$ cat src/rtl/fwd_hazard_ctrl.sv
// Forwarding-select and load-use stall control for the 5-stage RV32 pipeline.
// Optional load-use stall counter is built only when FWD_STALL_CNT_EN is defined.
module fwd_hazard_ctrl #(
    parameter int ADDR_SIZE = 5,
    parameter int CNT_SIZE  = 16
) (
    input  logic                 clk,
    input  logic                 rst,
    input  logic                 id_valid,
    input  logic [ADDR_SIZE-1:0] id_rs1_addr,
    input  logic [ADDR_SIZE-1:0] id_rs2_addr,
    input  logic                 id_rs1_used,
    input  logic                 id_rs2_used,
    input  logic [ADDR_SIZE-1:0] id_rd_addr,
    input  logic                 id_reg_write,
    input  logic                 id_mem_read,
    input  logic                 flush,
    input  logic                 mem_stall,
    output logic                 rs1_exe_hazard,
    output logic                 rs1_mem_hazard,
    output logic                 rs2_exe_hazard,
    output logic                 rs2_mem_hazard,
    output logic                 load_use_stall,
    output logic [CNT_SIZE-1:0]  stall_count
);

    typedef struct packed {
        logic                 valid;
        logic [ADDR_SIZE-1:0] rd;
        logic                 reg_write;
        logic                 mem_read;
    } e_rec_t;

    typedef struct packed {
        logic                 valid;
        logic [ADDR_SIZE-1:0] rd;
        logic                 reg_write;
    } m_rec_t;

    e_rec_t e_q;
    m_rec_t m_q;

    logic [1:0][ADDR_SIZE-1:0] src_addr;
    logic [1:0]                src_used;
    logic [1:0]                e_hit, m_hit, exe_nxt, mem_nxt;
    logic [1:0]                exe_q, mem_q;

    // Index 0 is rs1, index 1 is rs2.
    assign src_addr = {id_rs2_addr, id_rs1_addr};
    assign src_used = {id_rs2_used, id_rs1_used};

    for (genvar s = 0; s < 2; s++) begin : g_src
        assign e_hit[s] = e_q.valid && e_q.reg_write && (e_q.rd == src_addr[s]) &&
                          (src_addr[s] != '0) && src_used[s];
        assign m_hit[s] = m_q.valid && m_q.reg_write && (m_q.rd == src_addr[s]) &&
                          (src_addr[s] != '0) && src_used[s];
        // Youngest producer wins, so exe and mem are never both set.
        assign exe_nxt[s] = e_hit[s];
        assign mem_nxt[s] = m_hit[s] && !e_hit[s];
    end

    assign load_use_stall = id_valid && e_q.valid && e_q.mem_read && (|e_hit) &&
                            !flush && !mem_stall;

    always_ff @(posedge clk or posedge rst) begin
        if (rst) begin
            e_q   <= '0;
            m_q   <= '0;
            exe_q <= '0;
            mem_q <= '0;
        end else if (!mem_stall) begin
            m_q.valid     <= e_q.valid;
            m_q.rd        <= e_q.rd;
            m_q.reg_write <= e_q.reg_write;
            if (flush || load_use_stall) begin
                e_q   <= '0;
                exe_q <= '0;
                mem_q <= '0;
            end else begin
                e_q.valid     <= id_valid;
                e_q.rd        <= id_rd_addr;
                e_q.reg_write <= id_reg_write;
                e_q.mem_read  <= id_mem_read;
                exe_q         <= id_valid ? exe_nxt : 2'b00;
                mem_q         <= id_valid ? mem_nxt : 2'b00;
            end
        end
    end

    assign rs1_exe_hazard = exe_q[0];
    assign rs1_mem_hazard = mem_q[0];
    assign rs2_exe_hazard = exe_q[1];
    assign rs2_mem_hazard = mem_q[1];

`ifdef FWD_STALL_CNT_EN
    logic [CNT_SIZE-1:0] cnt_q;

    // Saturating; load_use_stall is already low whenever mem_stall is high.
    always_ff @(posedge clk or posedge rst) begin
        if (rst)
            cnt_q <= '0;
        else if (load_use_stall && (cnt_q != '1))
            cnt_q <= cnt_q + 1'b1;
    end

    assign stall_count = cnt_q;
`else
    assign stall_count = '0;
`endif

endmodule

$ cat config.mk
export PLATFORM = sky130hd
export DESIGN_NAME = fwd_hazard_ctrl
export DESIGN_NICKNAME = d
export VERILOG_FILES = /design/src/rtl/fwd_hazard_ctrl.sv
export SDC_FILE = /design/constraint.sdc
export NUM_CORES = 1
export LEC_CHECK = 0
export CAP_MARGIN = 10
export CELL_PAD_IN_SITES_DETAIL_PLACEMENT = 1
export CELL_PAD_IN_SITES_GLOBAL_PLACEMENT = 1
export CORE_MARGIN = 2
export CORE_UTILIZATION = 33
export DETAILED_ROUTE_END_ITERATION = 12
export PLACE_DENSITY_LB_ADDON = 0.1
export SLEW_MARGIN = 30
export SYNTH_ARGS = -nofsm -noshare
export SYNTH_HDL_FRONTEND = slang
export SYNTH_SLANG_ARGS = --single-unit
$ cat constraint.sdc
create_clock -name clk -period 3.7 [get_ports clk]
set_input_delay 1.11 -clock clk [delete_from_list [all_inputs] [get_ports clk]]
set_output_delay 1.11 -clock clk [all_outputs]
set_load 0.01 [all_outputs]
# --- Yosys cells after proc, flatten, opt, wreduce, memory -nomap -nowiden ---
# Index checks and enable logic that the tools add are counted.
classes:
  bitwise_logic: 0
  n_mul: 0
  reduce_logical: 29
  n_eq_ne: 4
  shifts: 0
  n_div: 0
  add_sub_neg: 0
  n_mux: 5
  n_lt_le_gt_ge: 0
op_table:
  columns: ["op", "n"]
  rows:
  - ["1-bit logical AND", 21]
  - ["5-bit == test", 4]
  - ["5-bit nonzero test", 2]
  - ["2-bit two-way mux", 4]
  - ["8-bit two-way mux", 1]
  - ["1-bit zero test", 4]
  - ["2-bit OR reduction", 1]
  - ["1-bit logical OR", 1]
totals:
  mem_bits_rw: 0
  out_inout_bits: 21
  romBits: 0
  in_bits: 24
  latch_bits: 0
  n_memories: 0
  ff_bits: 19

# --- Logic depth before layout (Yosys ltp) ---
# Gate-level depths: netlist of run 1.
depth:
  ltp_word: 10
  ltp_mapped: 5

# --- Least setup slack after synthesis of run 1 ---
# Ideal clock, no wire load.
synth_timing:
  path_type: "in2out"
  start: "in id_rs1_addr[0]"
  end: "out load_use_stall"
  path_stages: 5
  required_ps: 2590
  arrival_ps: 2257
  path_slack_ps: 333
  n_path_buf: 0
  cell_sequence: "or4_4 > o21ai_4 > nor3_2 > o21bai_2 > inv_1"
synth_between:
  elab_chain_len: 8
synth_lines:
  columns: ["element", "line", "rtl"]
  rows:
  - ["from (decl)", "10", "input logic [ADDR_SIZE-1:0] id_rs1_addr,"]
  - ["5-bit == test", "53", "assign e_hit[s] = e_q.valid && e_q.reg_write && (e_q.rd == src_addr[s]) &&"]
  - ["1-bit logical AND", "53", null]
  - ["1-bit logical AND *", "53", null]
  - ["1-bit logical AND *", "54", "(src_addr[s] != '0) && src_used[s];"]
  - ["2-bit OR reduction *", "62", "assign load_use_stall = id_valid && e_q.valid && e_q.mem_read && (|e_hit) &&"]
  - ["1-bit logical AND * (2 in a row)", "62", null]
  - ["1-bit logical AND *", "63", "!flush && !mem_stall;"]
  - ["to (decl)", "23", "output logic load_use_stall,"]
# Every way passes the cells marked *; elsewhere a longest branch is shown, timed or not.

# --- Final worst setup path of run 1 ---
layout_timing:
  start: "in id_rs1_addr[3]"
  end: "out load_use_stall"
# The elaborated chain is that of the path after synthesis.

==> out/qor.txt, run 1 <==
status -> finished clean
final hold violations -> 0
Reg area -> 475 um2
final WL -> 2860 um
post-synthesis sequential area ratio -> 40.7%
Initial DRC Count -> 11
core outline area -> 3360 um2
Die X-Extent -> 63.5 um
Slew Viols, Final -> 0
uppermost routed layer -> met4
initial antenna violation count -> 0
crit path DAT -> 2.51 ns
syn_area_per_cell -> 11.3 um2
cell depth of the worst flop-to-flop path -> 6
routed length per placed instance -> 14.2 um
Peak supply drop -> 148 uV
Met3 Wirelength -> 106 um
TritonCTS clock tree -> done
Setup violations, final -> 0
met2 routed wirelength -> 1570 um
DRC Markers -> 0
largest net degree at the start of global routing -> 20
met1 wire length -> 1170 um
Yosys cell types -> 23
Tcrit/Tclk final -> 97.8%
nets@finish -> 180
Multi-input gate area -> 616 um2
critical path startpoint -> id_rs1_addr[3]
post-DP HPWL -> 2380 um
vias in the first global route -> 1,016
share of layout cells above drive strength 1 -> 27.7%
vias -> 928
Inst Count DP -> 194
clock sink count -> 19
Worst EP required -> 2.59 ns
first-pass GRT wire length -> 4840 um
final hold slack -> 0.500 ns
worst slack, placed -> -0.483 ns
Post-Syn Instances -> 103
CP Capture Point -> load_use_stall
Num CTS Buffers -> 3
#FFs+latches synth -> 19
Max Buffers Root-to-Sink -> 2
Max Clk Rate -> 276 MHz
max cap viols -> 0
RR Endpoint -> mem_q[0]$_DFFE_PP0N_
reg2reg setup slack -> 1.87 ns
Final Non-Filler Cells -> 201
Pre-antenna DRT Iters -> 3
overall routing resource usage -> 15.5%
die area -> 4030 um2
largest fanout on the critical path -> 2
Synth Cell Area -> 1170 um2
min Tclk post-route -> 3.62 ns
PortBufs -> 28
r2r startpoint -> e_q[5]$_DFFE_PP0N_
io pins -> 45
clock latency on the worst-skew pair -> 0.30 ns
power per cell area -> 281 nW/um2
Layout Utilization -> 48.4%
routability cong. -> 0.790
Setup Skew -> 0.00103 ns
yosys warns -> 0
Worst-Margin Slew -> 0.730 ns
Crit. End Element -> primary output
Slew HR -> 51.3%
Synth-to-Final Area Change -> 39.4%
Inserted Diodes -> 0
hold_buf cts -> 0
remaining global-route overflow -> 0
Initial Utilization -> 34.7%
Site Rows -> 21
worst min-delay path class -> flop to flop
final antenna-violating net count -> 0
CP Class -> input port to primary output
CTS clock-pin slew for the worst setup and hold paths -> 0.11 ns
Filler Cells Inserted -> 396
commonest non-fill, non-tap cell in the layout -> buf_4
CP startpoint kind -> input port
H-tree lvl count -> 1
leakage power figure -> 0.732 nW
DIE HEIGHT -> 63.5 um
root buf cell -> clkbuf_4
leading cell types in the layout, fill and taps excluded -> buf_4 (24), dfrtp_1 (19), clkdlybuf4s50_1 (19)
final worst slack -> 0.0826 ns
post-DR vias/cell -> 4.62
## cell type report
| cell class | instances | area share [%] |
|---|---|---|
| Timing Repair Buffer | 52 | 27.4 |
| Inverter | 2 | 0.461 |
| Clock buffer | 4 | 1.61 |
| Sequential cell | 19 | 29.2 |
| Multi-Input combinational cell | 78 | 37.8 |
| Tap cell | 46 | 3.54 |
## what timing repair did
action                                  4_1_cts  5_1_grt
setup buffers                                 2        1
endpoints found under the setup margin        1        1
gates resized for setup                      13        0
endpoints found under the hold margin         0        0
pin swaps                                     6        3
## sequential cells by signal, summed over array words and instances, names as in the netlist
| signal | flops |
|---|---|
| exe_q | 2 |
| e_q | 8 |
| mem_q | 2 |
| m_q | 7 |
## cell families (layout without fill, tap and decap cells)
family          after synthesis  count (layout)  synth area share (%)
compound gates               15              15                  13.5
simple gates                 20              20                  11.8
mux                           7               7                  6.75
other cells                   1              16                 0.321
xor+xnor                     20              20                  15.0
buf+inv                      21              58                  11.9
flops                        19              19                  40.7
## stage by stage
stage | power (mW) | TNS, ns | area, um2
after floorplan | 0.307 | 0 | 1220
after global placement | 0.350 | -0.453 | 1590
after detailed placement | 0.354 | -0.483 | 1590
after CTS | 0.460 | 0 | 1620
after global routing | 0.485 | -0.00159 | 1630
final | 0.457 | 0 | 1630
## layer usage
| metal | up-vias | GRT usage (%) |
|---|---|---|
| met1 | 455 | 17.3 |
| met2 | 23 | 29.9 |
| met4 | 0 | 4.08 |
| li1 | 448 | - |
| met3 | 2 | 2.86 |
| met5 | - | 0 |
## how the worst min path moves through the flow
stage                                     from                    to  depth (start not counted)
after floorplan             e_q[0]$_DFFE_PP0N_    e_q[0]$_DFFE_PP0N_                          1
after global placement    mem_q[1]$_DFFE_PP0N_  mem_q[1]$_DFFE_PP0N_                          2
after detailed placement  mem_q[0]$_DFFE_PP0N_  mem_q[0]$_DFFE_PP0N_                          2
after CTS                 mem_q[0]$_DFFE_PP0N_  mem_q[0]$_DFFE_PP0N_                          2
after global routing        e_q[0]$_DFFE_PP0N_    e_q[0]$_DFFE_PP0N_                          1
final                     mem_q[0]$_DFFE_PP0N_  mem_q[0]$_DFFE_PP0N_                          2
## cell usage after synthesis
library cell / instances / area share, %
a22o_1: 1 / 0.75
and3_1: 1 / 0.54
nand2_1: 2 / 0.64
nor3_2: 2 / 1.7
nor4_1: 2 / 1.1
clkbuf_1: 3 / 0.96
buf_4: 16 / 10
inv_1: 2 / 0.64
o31ai_1: 2 / 1.3
or4_4: 2 / 1.9
nand4_1: 4 / 2.1
xnor2_1: 10 / 7.5
or4_1: 4 / 2.6
xor2_1: 10 / 7.5
o21ai_4: 2 / 2.8
nor2_1: 1 / 0.32
dfrtp_1: 19 / 41
a22o_2: 1 / 0.86
conb_1: 1 / 0.32
nand3_1: 2 / 0.86
o21bai_2: 1 / 0.96
mux2_2: 7 / 6.8
a32o_1: 8 / 6.9
## critical path, stage by stage
cell	delay (ns)
dlygate4sd2_1	0.25
or4_4	0.55
o21ai_4	0.17
nor3_4	0.07
o21bai_2	0.18
inv_1	0.05
buf_2	0.13
## where the power goes
part | switching, mW | internal [mW] | leakage (nW)
logic | 0.0462 | 0.0622 | 0.465
clock network | 0.0663 | 0.0420 | 0.0150
registers | 0.0181 | 0.223 | 0.251
(Power assumes the default switching activity.)
==> run 2: changes to the inputs <==
--- a/config.mk
+++ b/config.mk
@@ -12,7 +12,7 @@
 export CORE_UTILIZATION = 33
 export DETAILED_ROUTE_END_ITERATION = 12
 export PLACE_DENSITY_LB_ADDON = 0.1
-export SLEW_MARGIN = 30
+export SLEW_MARGIN = 20
 export SYNTH_ARGS = -nofsm -noshare
 export SYNTH_HDL_FRONTEND = slang
 export SYNTH_SLANG_ARGS = --single-unit
==> results of run 2 <==
Final layout, timing and power as in run 1 (identical DEF).
==> run 3: changes to the inputs <==
--- a/config.mk
+++ b/config.mk
@@ -10,6 +10,7 @@
 export CELL_PAD_IN_SITES_GLOBAL_PLACEMENT = 1
 export CORE_MARGIN = 2
 export CORE_UTILIZATION = 33
+export CTS_CLUSTER_SIZE = 40
 export DETAILED_ROUTE_END_ITERATION = 12
 export PLACE_DENSITY_LB_ADDON = 0.1
 export SLEW_MARGIN = 20
==> results of run 3 <==
Final layout, timing and power as in run 1 (identical DEF).
